--- config.mk ---
export PLATFORM = sky130hd
export DESIGN_NAME = vga_plotter
export DESIGN_NICKNAME = d
export VERILOG_FILES = /design/src/rtl/vga_plot_pkg.sv /design/src/rtl/plot_fifo.sv /design/src/rtl/vga_plotter.sv
export SDC_FILE = /design/constraint.sdc
export NUM_CORES = 1
export LEC_CHECK = 0
export ABC_AREA = 1
export CAP_MARGIN = 20
export CORE_AREA = 2 2 124 126
export CTS_BUF_LIST = sky130_fd_sc_hd__clkbuf_4 sky130_fd_sc_hd__clkbuf_8
export CTS_CLUSTER_DIAMETER = 50
export DETAILED_ROUTE_END_ITERATION = 8
export DIE_AREA = 0 0 126 128
export DONT_BUFFER_PORTS = 1
export GPL_ROUTABILITY_DRIVEN = 0
export GPL_TIMING_DRIVEN = 0
export PLACE_DENSITY = 0.76
export SYNTH_ARGS = -nofsm -noshare
export SYNTH_HDL_FRONTEND = slang
export SYNTH_SLANG_ARGS = --single-unit
export TNS_END_PERCENT = 5
--- constraint.sdc ---
create_clock -name clock -period 8.65 [get_ports clock]
set_input_delay 0.865 -clock clock [delete_from_list [all_inputs] [get_ports clock]]
set_output_delay 0.865 -clock clock [all_outputs]
set_load 0.03 [all_outputs]
--- src/rtl/vga_plot_pkg.sv ---
// Shared types and screen geometry for the VGA plot consumer.
package vga_plot_pkg;

  localparam int SCREEN_W = 160;
  localparam int SCREEN_H = 120;
  localparam int X_W      = 8;
  localparam int Y_W      = 7;
  localparam int COLOR_W  = 15;

  typedef enum logic [1:0] {
    IDLE  = 2'd0,
    DRAIN = 2'd1,
    CLEAR = 2'd2
  } state_t;

  // One buffered plot request; 30 bits packed as {x, y, color}.
  typedef struct packed {
    logic [X_W-1:0]     x;
    logic [Y_W-1:0]     y;
    logic [COLOR_W-1:0] color;
  } plot_req_t;

endpackage

--- src/rtl/plot_fifo.sv ---
// Small synchronous FIFO with show-ahead output. Pushes while full and pops
// while empty are ignored, so callers may gate loosely.
module plot_fifo #(
  parameter int DEPTH = 4,
  parameter int WIDTH = 30
) (
  input  logic             clock,
  input  logic             resetn,
  input  logic             push,
  input  logic             pop,
  input  logic [WIDTH-1:0] din,
  output logic [WIDTH-1:0] dout,
  output logic             full,
  output logic             empty
);

  localparam int AW = (DEPTH > 1) ? $clog2(DEPTH) : 1;

  logic [WIDTH-1:0] mem [DEPTH];
  logic [AW-1:0]    wr_ptr;
  logic [AW-1:0]    rd_ptr;
  logic [AW:0]      count;
  logic             do_push;
  logic             do_pop;

  assign full    = (count == (AW+1)'(DEPTH));
  assign empty   = (count == '0);
  assign do_push = push && !full;
  assign do_pop  = pop && !empty;
  assign dout    = mem[rd_ptr];

  // Storage array; contents need no reset because count guards every read.
  always_ff @(posedge clock) begin
    if (do_push) mem[wr_ptr] <= din;
  end

  // Pointer and occupancy bookkeeping; power-of-two depth lets pointers wrap.
  always_ff @(posedge clock or negedge resetn) begin
    if (!resetn) begin
      wr_ptr <= '0;
      rd_ptr <= '0;
      count  <= '0;
    end else begin
      if (do_push) wr_ptr <= wr_ptr + 1'b1;
      if (do_pop)  rd_ptr <= rd_ptr + 1'b1;
      case ({do_push, do_pop})
        2'b10:   count <= count + 1'b1;
        2'b01:   count <= count - 1'b1;
        default: count <= count;
      endcase
    end
  end

endmodule

--- src/rtl/vga_plotter.sv ---
// Accepts plot requests, buffers them, and replays them one pixel per cycle
// onto the VGA adapter write port; also sweeps the whole screen on a clear.
//
// Handshake: a request transfers at every rising edge where req_valid and
// req_ready are both high; req_valid and payload are held stable by the
// producer, and req_ready depends only on registered state.
module vga_plotter
  import vga_plot_pkg::*;
#(
  parameter int FIFO_DEPTH = 4,
  parameter int SCREEN_W   = vga_plot_pkg::SCREEN_W,
  parameter int SCREEN_H   = vga_plot_pkg::SCREEN_H
) (
  input  logic        clock,
  input  logic        resetn,
  input  logic        req_valid,
  output logic        req_ready,
  input  logic [7:0]  req_x,
  input  logic [6:0]  req_y,
  input  logic [14:0] req_color,
  input  logic        clear_start,
  input  logic [14:0] clear_color,
  output logic        busy,
  output logic        oob,
  output logic [7:0]  out_x,
  output logic [6:0]  out_y,
  output logic [14:0] out_colour,
  output logic        out_plot,
  output logic [1:0]  dbg_state
);

  state_t      state, state_next;
  logic        clear_pend, pend_next;
  logic [14:0] clr_color, ccol_next;
  logic [7:0]  sx, sx_next;
  logic [6:0]  sy, sy_next;
  logic        plot_next;
  logic [7:0]  x_next;
  logic [6:0]  y_next;
  logic [14:0] col_next;

  plot_req_t   fifo_din, fifo_dout;
  logic        fifo_full, fifo_empty;
  logic        accept, in_range, push, pop;
  logic        enter_clear, sweeping, last_px;
  logic [7:0]  px;
  logic [6:0]  py;

  assign req_ready   = !fifo_full && !clear_pend && (state != CLEAR);
  assign accept      = req_valid && req_ready;
  assign in_range    = (32'(req_x) < SCREEN_W) && (32'(req_y) < SCREEN_H);
  assign push        = accept && in_range;
  assign pop         = (state != CLEAR) && !fifo_empty;
  // The sweep starts only once every request queued ahead of it has drained.
  assign enter_clear = (state != CLEAR) && clear_pend && fifo_empty;
  assign sweeping    = (state == CLEAR) || enter_clear;
  assign px          = enter_clear ? '0 : sx;
  assign py          = enter_clear ? '0 : sy;
  assign last_px     = (px == 8'(SCREEN_W - 1)) && (py == 7'(SCREEN_H - 1));
  assign busy        = !fifo_empty || clear_pend || (state == CLEAR);
  assign dbg_state   = state;

  assign fifo_din = '{x: req_x, y: req_y, color: req_color};

  plot_fifo #(
    .DEPTH (FIFO_DEPTH),
    .WIDTH ($bits(plot_req_t))
  ) u_fifo (
    .clock  (clock),
    .resetn (resetn),
    .push   (push),
    .pop    (pop),
    .din    (fifo_din),
    .dout   (fifo_dout),
    .full   (fifo_full),
    .empty  (fifo_empty)
  );

  // FSM state register.
  always_ff @(posedge clock or negedge resetn) begin
    if (!resetn) state <= IDLE;
    else         state <= state_next;
  end

  // Next state, clear bookkeeping, sweep counters and next output pixel.
  always_comb begin
    state_next = state;
    pend_next  = clear_pend;
    ccol_next  = clr_color;
    sx_next    = sx;
    sy_next    = sy;
    plot_next  = 1'b0;
    x_next     = out_x;
    y_next     = out_y;
    col_next   = out_colour;

    if (clear_start && !clear_pend && (state != CLEAR)) begin
      pend_next = 1'b1;
      ccol_next = clear_color;
    end

    if (pop) begin
      plot_next  = 1'b1;
      x_next     = fifo_dout.x;
      y_next     = fifo_dout.y;
      col_next   = fifo_dout.color;
      state_next = DRAIN;
    end else if (sweeping) begin
      plot_next = 1'b1;
      x_next    = px;
      y_next    = py;
      col_next  = clr_color;
      if (last_px) begin
        state_next = IDLE;
        pend_next  = 1'b0;
        sx_next    = '0;
        sy_next    = '0;
      end else begin
        state_next = CLEAR;
        if (px == 8'(SCREEN_W - 1)) begin
          sx_next = '0;
          sy_next = py + 7'd1;
        end else begin
          sx_next = px + 8'd1;
          sy_next = py;
        end
      end
    end else begin
      state_next = IDLE;
    end
  end

  // Datapath registers: adapter outputs, sweep position, clear latch, oob flag.
  always_ff @(posedge clock or negedge resetn) begin
    if (!resetn) begin
      clear_pend <= 1'b0;
      clr_color  <= '0;
      sx         <= '0;
      sy         <= '0;
      out_plot   <= 1'b0;
      out_x      <= '0;
      out_y      <= '0;
      out_colour <= '0;
      oob        <= 1'b0;
    end else begin
      clear_pend <= pend_next;
      clr_color  <= ccol_next;
      sx         <= sx_next;
      sy         <= sy_next;
      out_plot   <= plot_next;
      out_x      <= x_next;
      out_y      <= y_next;
      out_colour <= col_next;
      if (accept && !in_range) oob <= 1'b1;
    end
  end

endmodule

==> flow_metrics.env, run 1 <==
export IMPL_antenna_found_initial=0
export IMPL_cts_resized=0
export IMPL_coreArea_um2=14900
export IMPL_p_leak_nw=3.32
export IMPL_grt_pass1_vias=5375
export IMPL_ys_flop_type="edfxtp_1"
export IMPL_place_hpwl_mm=12.1
export IMPL_p_comb_share_pct=30.7
export IMPL_synth_nets=763
export IMPL_drt_iter0_markers=649
export IMPL_grt_overflow_total=0
export IMPL_path_class="register to register"
export IMPL_cts_root_buffer_cell="clkbuf_8"
export IMPL_p_int_mw=1.66
export IMPL_synth_top_area_cell="edfxtp_1"
export IMPL_netSwitchingPower_mw=1.21
export IMPL_pre_cts_ws_ns=5.22
export IMPL_ys_ff_latch=192
export IMPL_vias=5380
export IMPL_netlist_area_um2=7990
export IMPL_drc=0
export IMPL_hold_violations=0
export IMPL_worstMarginPinSlew_ns=0.922
export IMPL_drv_slew=0
export IMPL_die_h_um=128
export IMPL_wl_per_cell_um=19.2
export IMPL_io_pins=85
export IMPL_worstPathArrival_ns=3.51
export IMPL_endpoint_kind="register"
export IMPL_synth_most_common_cell="edfxtp_1"
export IMPL_fmax_ghz=0.301
export IMPL_dr_pass1_iters=7
export IMPL_clk_path_buf_depth=2
export IMPL_crit_slowest_cell="a31oi_1"
export IMPL_clock_skew_ns=0.0115
export IMPL_ys_seq_area_share_pct=67.6
export IMPL_timing_final_crit_share_pct=38.3
export IMPL_fin_crit_ns=3.32
export IMPL_postRouteAntennaNets=0
export IMPL_run_status="finished clean"
export IMPL_max_cap_violations=0
export IMPL_tritoncts="done"
export IMPL_yosysTopAreaCellShare_pct=45.1
export IMPL_wl_mm=17.9
export IMPL_yosysWarnings=0
export IMPL_avgSynthCellArea_um2=11.3
export IMPL_start_util_pct=53.8
export IMPL_grt_max_degree=73
export IMPL_fp_row_count=45
export IMPL_crit_required_ns=8.85
export IMPL_rsz0062_at_grt="no"
export IMPL_clkPwrFrac_pct=20.5
export IMPL_n_antenna_cell=0
export IMPL_nets=787
export IMPL_grt_pass1_wl_mm=28.0
export IMPL_dp_cells=898
export IMPL_track_usage_pct=22.9
export IMPL_final_cell_count_no_fill=931
export IMPL_synthTopCellsByCount="edfxtp_1 (120), nand2_1 (115), nor2_1 (94)"
export IMPL_hold_class="input pin to asynchronous set/reset pin"
export IMPL_cts_buffers=17
export IMPL_pwr_density_cell_nw_per_um2=327
export IMPL_final_util_pct=59.1
export IMPL_cts_htree_levels=4
export IMPL_sw_frac_of_total_pct=42.2
export IMPL_total_power_mw=2.87
export IMPL_die_area_um2=16100
export IMPL_syn_to_final_growth_pct=9.83
export IMPL_cp_start_kind="register"
export IMPL_p_seq_share_pct=48.8
export IMPL_crit_chain="nor2_2 > inv_2 > nand2_4 > a31oi_1 > clkbuf_2 > nand3_2 > nor2_4 > buf_16"
export IMPL_cts_setup_buffers=0
export IMPL_dieWidth_um=126
export IMPL_clk_latency_ns=0.48
export IMPL_synthArstFlopShare_pct=37.5
export IMPL_drive_gt1_share_pct=12.0
export IMPL_clock_sinks=192
export IMPL_synth_area_leaders="edfxtp_1 (45%), dfrtp_1 (23%), o21ai_0 (5.8%), nand2_1 (5.4%), nor2_1 (4.4%)"
export IMPL_syn_inst=706
export IMPL_slew_headroom_pct=38.2
export IMPL_path_clk_slew_ns=0.10
export IMPL_hold_buffers=0
export IMPL_synth_edff_count=120
export IMPL_via_per_inst=5.78
export IMPL_peakVddDrop_v=0.000146
export IMPL_crit_fanout=16
export IMPL_setup_viol=0
export IMPL_finalWorstSetupSlack_ns=5.33
export IMPL_cpPeakStageDelay_ns=0.70
export IMPL_yosysUniqueCellTypes=38
export IMPL_tns_ns=0
export IMPL_io_buffers=0
## placed cells by master (no fill, tap or decap), types with 3 or more instances in the layout
cell type and count:
o21ai_1 3, nand3_1 33, nand3_2 3, nand4_1 5
nand2_1 115, buf_16 4, clkbuf_8 17, nor2_2 4
inv_2 6, nor2_4 7, o22ai_1 32, nor2_1 90
o21ai_0 92, buf_2 6, a21oi_1 10, edfxtp_1 120
ha_1 7, inv_6 3, clkinv_4 3, clkbuf_1 23
nand2_2 3, inv_8 4, xor2_1 4, dfrtp_1 72
inv_1 36, mux2_2 15
## path summary, 6_finish.rpt
check / startpoint / endpoint / slack, ns / cells past startpoint
max: dbg_state[0] / u_fifo.mem[3][3] / 5.33 / 8
min: resetn / sx[4] / 0.06 / 0
max reg2reg: dbg_state[0] / u_fifo.mem[3][3] / 5.33 / 8
min reg2reg: clr_color[7] / out_colour[7] / 0.48 / 2
max in group asynchronous: resetn / out_colour[8] / 8.48 / 0
min in group clock: req_color[2] / u_fifo.mem[1][2] / 0.47 / 0
## state kept, by name (all words and copies together) (netlist names)
name,flops
out_colour,15
out_y,7
clr_color,15
u_fifo.count,3
sy,7
out_plot,1
u_fifo.rd_ptr,2
oob,1
u_fifo.wr_ptr,2
clear_pend,1
dbg_state,2
u_fifo.mem,120
out_x,8
sx,8
## metal layers
layer	up-vias	wire length (um)	track usage (%)
li1	2490	-	-
met1	2630	7290	28.5
met2	227	8670	36.9
met3	33	1540	7.47
met4	0	389	10.1
met5	-	0	0
## logic make-up (layout without fill, tap and decap cells)
logic type	count (synthesis)	after routing	share of synthesized area, %
and+or+nand+nor	265	265	14.4
DFF	192	192	67.6
AOI/OAI and AO/OA	144	144	9.85
buffers and inverters	76	113	3.90
muxes	15	15	2.11
adders and majority gates	8	8	1.35
xor gates and xnor gates	6	6	0.751
## worst max-delay path: cells and delay by family, from the launching register on
kind,cells,cell delay (ns)
and+or+nand+nor,4,1.11
AOI/OAI and AO/OA,1,0.70
buffers and inverters,3,0.63
DFF,1,0.58
## power groups by stage
stage / clock, mW / sequential (mW) / combinational [mW]
floorplan: 0 / 1.38 / 0.606
global placement: 0 / 1.41 / 0.813
detailed placement: 0 / 1.42 / 0.861
CTS: 0.592 / 1.40 / 0.869
global route: 0.624 / 1.42 / 0.978
finish: 0.588 / 1.40 / 0.880
## cell type report
| cell class | instances | area [um2] |
|---|---|---|
| clock buffers | 17 | 234 |
| flip-flops and latches | 192 | 5410 |
| clock inverters | 15 | 171 |
| repair buffers | 5 | 115 |
| fillers | 1156 | 6080 |
| well taps | 188 | 235 |
| inverters | 43 | 161 |
| plain buffers | 33 | 150 |
| multi-input cells | 438 | 2310 |
## stage by stage
step | area, um2 | hold slack [ns]
6_report | 8780 | 0.0613
5_1_grt | 8780 | 0.0469
4_1_cts | 8770 | 0.0426
3_5_place_dp | 8370 | 0.459
3_3_place_gp | 8230 | 0.458
2_1_floorplan | 7990 | 0.447
Power figures use the tool's default switching activity.
==> run 2, diff against run 1 <==
- clock period: 8.65 -> 3.2 ns (I/O delays scaled with it)
==> flow_metrics.env, run 2 (synthesized netlist as in run 1, its figures left out) <==
export IMPL_drive_gt1_share_pct=11.4
export IMPL_fin_crit_ns=2.81
export IMPL_antenna_found_initial=0
export IMPL_largest_register="u_fifo.mem"
export IMPL_grt_pass1_vias=5635
export IMPL_die_h_um=128
export IMPL_start_util_pct=53.8
export IMPL_wl_mm=18.6
export IMPL_rsz0062_at_grt="no"
export IMPL_endpoint_kind="register"
export IMPL_die_area_um2=16100
export IMPL_crit_required_ns=3.40
export IMPL_total_power_mw=7.88
export IMPL_drc=0
export IMPL_io_pins=85
export IMPL_fillers=1120
export IMPL_max_cap_violations=0
export IMPL_final_cell_mix="edfxtp_1 (120), nand2_1 (115), o21ai_0 (92)"
export IMPL_layout_commonest_cell="edfxtp_1"
export IMPL_grt_overflow_total=0
export IMPL_run_status="finished clean"
export IMPL_pre_cts_ws_ns=-0.229
export IMPL_worstMarginPinSlew_ns=0.582
export IMPL_cts_htree_levels=4
export IMPL_place_hpwl_mm=12.1
export IMPL_dp_cells=898
export IMPL_timing_final_crit_share_pct=87.7
export IMPL_tns_ns=0
export IMPL_slew_headroom_pct=61.2
export IMPL_pwr_density_cell_nw_per_um2=849
export IMPL_drt_iter0_markers=672
export IMPL_clock_skew_ns=0.0100
export IMPL_path_class="register to register"
export IMPL_crit_fanout=16
export IMPL_finalWorstSetupSlack_ns=0.393
export IMPL_hold_class="input pin to register"
export IMPL_vias=5603
export IMPL_path_clk_slew_ns=0.11
export IMPL_tritoncts="done"
export IMPL_peakVddDrop_v=0.000396
export IMPL_grt_pass1_wl_mm=29.3
export IMPL_via_per_inst=5.73
export IMPL_cts_buffers=17
export IMPL_largest_reg_flops=120
export IMPL_setup_viol=0
export IMPL_final_util_pct=62.5
export IMPL_grt_max_degree=73
export IMPL_nets=834
export IMPL_hold_violations=0
export IMPL_drv_slew=0
export IMPL_clock_sinks=192
export IMPL_coreArea_um2=14900
export IMPL_fp_row_count=45
export IMPL_wl_per_cell_um=19.0
export IMPL_cts_setup_buffers=0
export IMPL_postRouteAntennaNets=0
export IMPL_n_antenna_cell=0
export IMPL_p_leak_nw=3.53
export IMPL_dr_pass1_iters=5
export IMPL_worstPathArrival_ns=3.00
export IMPL_clk_latency_ns=0.48
export IMPL_cp_start_kind="register"
export IMPL_dieWidth_um=126
export IMPL_syn_to_final_growth_pct=16.2
export IMPL_final_cell_count_no_fill=978
export IMPL_largestRegisters="u_fifo.mem x120, clr_color x15, out_colour x15"
export IMPL_cts_root_buffer_cell="clkbuf_8"
export IMPL_clk_path_buf_depth=2
export IMPL_track_usage_pct=23.8
export IMPL_fmax_ghz=0.356
export IMPL_io_buffers=0
[run 2: cell count changes in the layout (fill, tap and decap cells not counted)]
cell,previous run,this run
dlygate4sd3_1,0,47
a31oi_1,1,0
a31oi_4,0,1
buf_16,4,5
clkbuf_2,1,0
[run 2: cell type report]
class                   instances  area, um2  area share (%)
flip-flops and latches        192       5410            58.2
multi-input cells             438       2320            25.0
repair buffers                 52        608            6.55
well taps                     188        235            2.53
clock buffers                  17        234            2.52
clock inverters                15        171            1.85
inverters                      43        161            1.74
plain buffers                  33        150            1.62
[run 2: repair_timing]
action,4_1_cts,5_1_grt
hold buffers,48,0
hold endpoints to repair,208,0
gates cloned,0,0
gates resized for setup,1,1
endpoints found under the setup margin,111,12
[run 2: power breakdown]
part / internal [mW] / switching [mW]
sequential: 3.06 / 0.738
clock: 0.656 / 0.936
combinational: 0.813 / 1.68
[run 2: routing by layer]
layer / part of all wire (%) / vias up / track usage (%) / wire (um)
li1: - / 2587 / - / -
met3: 7.6 / 51 / 6.80 / 1410
met4: 2.8 / 0 / 11.2 / 519
met2: 48 / 256 / 38.3 / 8890
met1: 42 / 2709 / 29.9 / 7770
met5: 0 / - / 0 / 0
[run 2: worst max-delay path: stages (launching register included)]
cell and delay (ns):
dfrtp_1 0.59, nor2_2 0.14, inv_2 0.11, nand2_4 0.11, a31oi_4 0.40, nand3_2 0.36, nor2_4 0.57, buf_16 0.23
[run 2: path summary, 6_finish.rpt]
kind,startpoint,end,slack [ns],cells past startpoint
min,req_y[5],oob,0.17,2
max reg2reg,dbg_state[0],u_fifo.mem[3][3],0.39,7
min reg2reg,clr_color[7],out_colour[7],0.48,2
min in group asynchronous,resetn,out_y[2],0.38,2
max in group asynchronous,resetn,out_colour[9],2.53,2
max,dbg_state[0],u_fifo.mem[3][3],0.39,7
[run 2: per-stage QoR]
stage,area [um2],hold slack [ns]
global placement,8230,0.0273
CTS,9280,0.165
detailed placement,8370,0.0272
finish,9290,0.171
global route,9290,0.184
floorplan,7990,0.0244
==> run 3, diff against run 2 <==
--- a/constraint.sdc
+++ b/constraint.sdc
@@ -3,2 +3,2 @@
 set_output_delay 0.32 -clock clock [all_outputs]
-set_load 0.03 [all_outputs]
+set_load 0.02 [all_outputs]
==> flow_metrics.env, run 3 (synthesized netlist as in run 1, its figures left out) <==
export IMPL_run_status="finished clean"
export IMPL_track_usage_pct=23.8
export IMPL_crit_required_ns=3.40
export IMPL_fmax_ghz=0.347
export IMPL_cts_root_buffer_cell="clkbuf_8"
export IMPL_final_cell_mix="edfxtp_1 (120), nand2_1 (115), o21ai_0 (92)"
export IMPL_grt_pass1_wl_mm=29.3
export IMPL_start_util_pct=53.8
export IMPL_path_clk_slew_ns=0.11
export IMPL_worstPathArrival_ns=3.08
export IMPL_max_cap_violations=0
export IMPL_grt_max_degree=73
export IMPL_timing_final_crit_share_pct=90.0
export IMPL_slew_headroom_pct=60.5
export IMPL_cts_htree_levels=4
export IMPL_rsz0062_at_grt="no"
export IMPL_grt_overflow_total=0
export IMPL_largest_register="u_fifo.mem"
export IMPL_dieWidth_um=126
export IMPL_largest_reg_flops=120
export IMPL_endpoint_kind="register"
export IMPL_largestRegisters="u_fifo.mem x120, clr_color x15, out_colour x15"
export IMPL_wl_per_cell_um=19.0
export IMPL_clock_skew_ns=0.00905
export IMPL_fin_area_um2=9280
export IMPL_pre_cts_ws_ns=0.0257
export IMPL_hold_class="input pin to register"
export IMPL_postRouteAntennaNets=0
export IMPL_hold_violations=0
export IMPL_coreArea_um2=14900
export IMPL_worstMarginPinSlew_ns=0.591
export IMPL_final_cell_count_no_fill=978
export IMPL_dr_pass1_iters=5
export IMPL_drive_gt1_share_pct=11.4
export IMPL_crit_family="simple AND/OR/NAND/NOR gates"
export IMPL_place_hpwl_mm=12.1
export IMPL_clk_latency_ns=0.48
export IMPL_drv_slew=0
export IMPL_grt_pass1_vias=5645
export IMPL_setup_viol=0
export IMPL_n_antenna_cell=0
export IMPL_nets=834
export IMPL_place_area_um2=8370
export IMPL_path_buf_inv=2
export IMPL_p_leak_nw=3.53
export IMPL_crit_slowest_cell="nor2_4"
export IMPL_syn_to_final_growth_pct=16.1
export IMPL_antenna_found_initial=0
export IMPL_vias=5599
export IMPL_fp_row_count=45
export IMPL_drt_iter0_markers=725
export IMPL_layout_commonest_cell="edfxtp_1"
export IMPL_io_buffers=0
export IMPL_peakVddDrop_v=0.000391
export IMPL_fin_crit_ns=2.88
export IMPL_cp_start_kind="register"
export IMPL_dp_cells=898
export IMPL_whs_ns=0.175
export IMPL_io_pins=85
export IMPL_finalWorstSetupSlack_ns=0.321
export IMPL_cts_setup_buffers=0
export IMPL_path_class="register to register"
export IMPL_pwr_density_cell_nw_per_um2=831
export IMPL_crit_chain="nor2_2 > inv_2 > nand2_4 > a31oi_2 > nand3_2 > nor2_4 > buf_16"
export IMPL_wl_mm=18.5
export IMPL_fillers=1122
export IMPL_via_per_inst=5.72
export IMPL_clock_sinks=192
export IMPL_die_area_um2=16100
export IMPL_cpPeakStageDelay_ns=0.58
export IMPL_die_h_um=128
export IMPL_drc=0
export IMPL_clk_path_buf_depth=2
export IMPL_crit_fanout=16
export IMPL_cts_buffers=17
export IMPL_tritoncts="done"
run 3: changes by cell type in the layout (fill, tap and decap cells not counted):
cell | previous run | this run
a31oi_4 | 1 | 0
a31oi_2 | 0 | 1
run 3: metrics by stage:
step | utilization [%] | setup TNS, ns | power [mW]
floorplan | - | -6.11 | 5.21
detailed placement | 56.3 | 0 | 6.01
CTS | 62.4 | 0 | 7.66
finish | 62.4 | 0 | 7.71
global route | 62.4 | 0 | 8.11
global placement | 55.4 | -153.76 | 5.86
run 3: timing repair:
action | 4_1_cts | 5_1_grt
hold endpoints to repair | 208 | 0
resized for setup | 0 | 1
endpoints found under the setup margin | 0 | 69
hold buffers | 48 | 0
run 3: routing by layer:
layer  vias up  GRT usage [%]  wire, um
li1       2581              -         -
met1      2743           29.9      7670
met2       234           38.3      8980
met3        41           6.84      1420
met4         0           11.3       471
met5         -              0         0
run 3: cell type report:
| type | instances | area (um2) | area share [%] |
|---|---|---|---|
| buffer | 33 | 150 | 1.62 |
| clock buffer | 17 | 234 | 2.52 |
| clock inverter | 15 | 171 | 1.85 |
| inverter | 43 | 161 | 1.74 |
| multi-input combinational | 438 | 2310 | 24.9 |
| sequential | 192 | 5410 | 58.3 |
| tap | 188 | 235 | 2.54 |
| timing repair buffer | 52 | 608 | 6.55 |
run 3: final timing paths:
path	start	to	slack, ns	depth (start not counted)
worst min register to register	clr_color[7]	out_colour[7]	0.48	2
worst min-delay path	req_y[5]	oob	0.18	2
min in group asynchronous	resetn	out_y[2]	0.37	2
worst max-delay path	dbg_state[0]	u_fifo.mem[3][5]	0.32	7
worst max register to register	dbg_state[0]	u_fifo.mem[3][5]	0.32	7
max in group asynchronous	resetn	out_colour[9]	2.53	2
run 3: worst register-to-register path, cell delays in order, from the launching register on:
cell     delay (ns)
dfrtp_1        0.53
nor2_2         0.13
inv_2          0.10
nand2_4        0.10
a31oi_2        0.51
nand3_2        0.40
nor2_4         0.58
buf_16         0.24
run 3: power by group:
| group | switching (mW) | total, mW | internal [mW] |
|---|---|---|---|
| Clock | 0.941 | 1.60 | 0.656 |
| Combinational | 1.67 | 2.48 | 0.811 |
| Sequential | 0.573 | 3.63 | 3.06 |
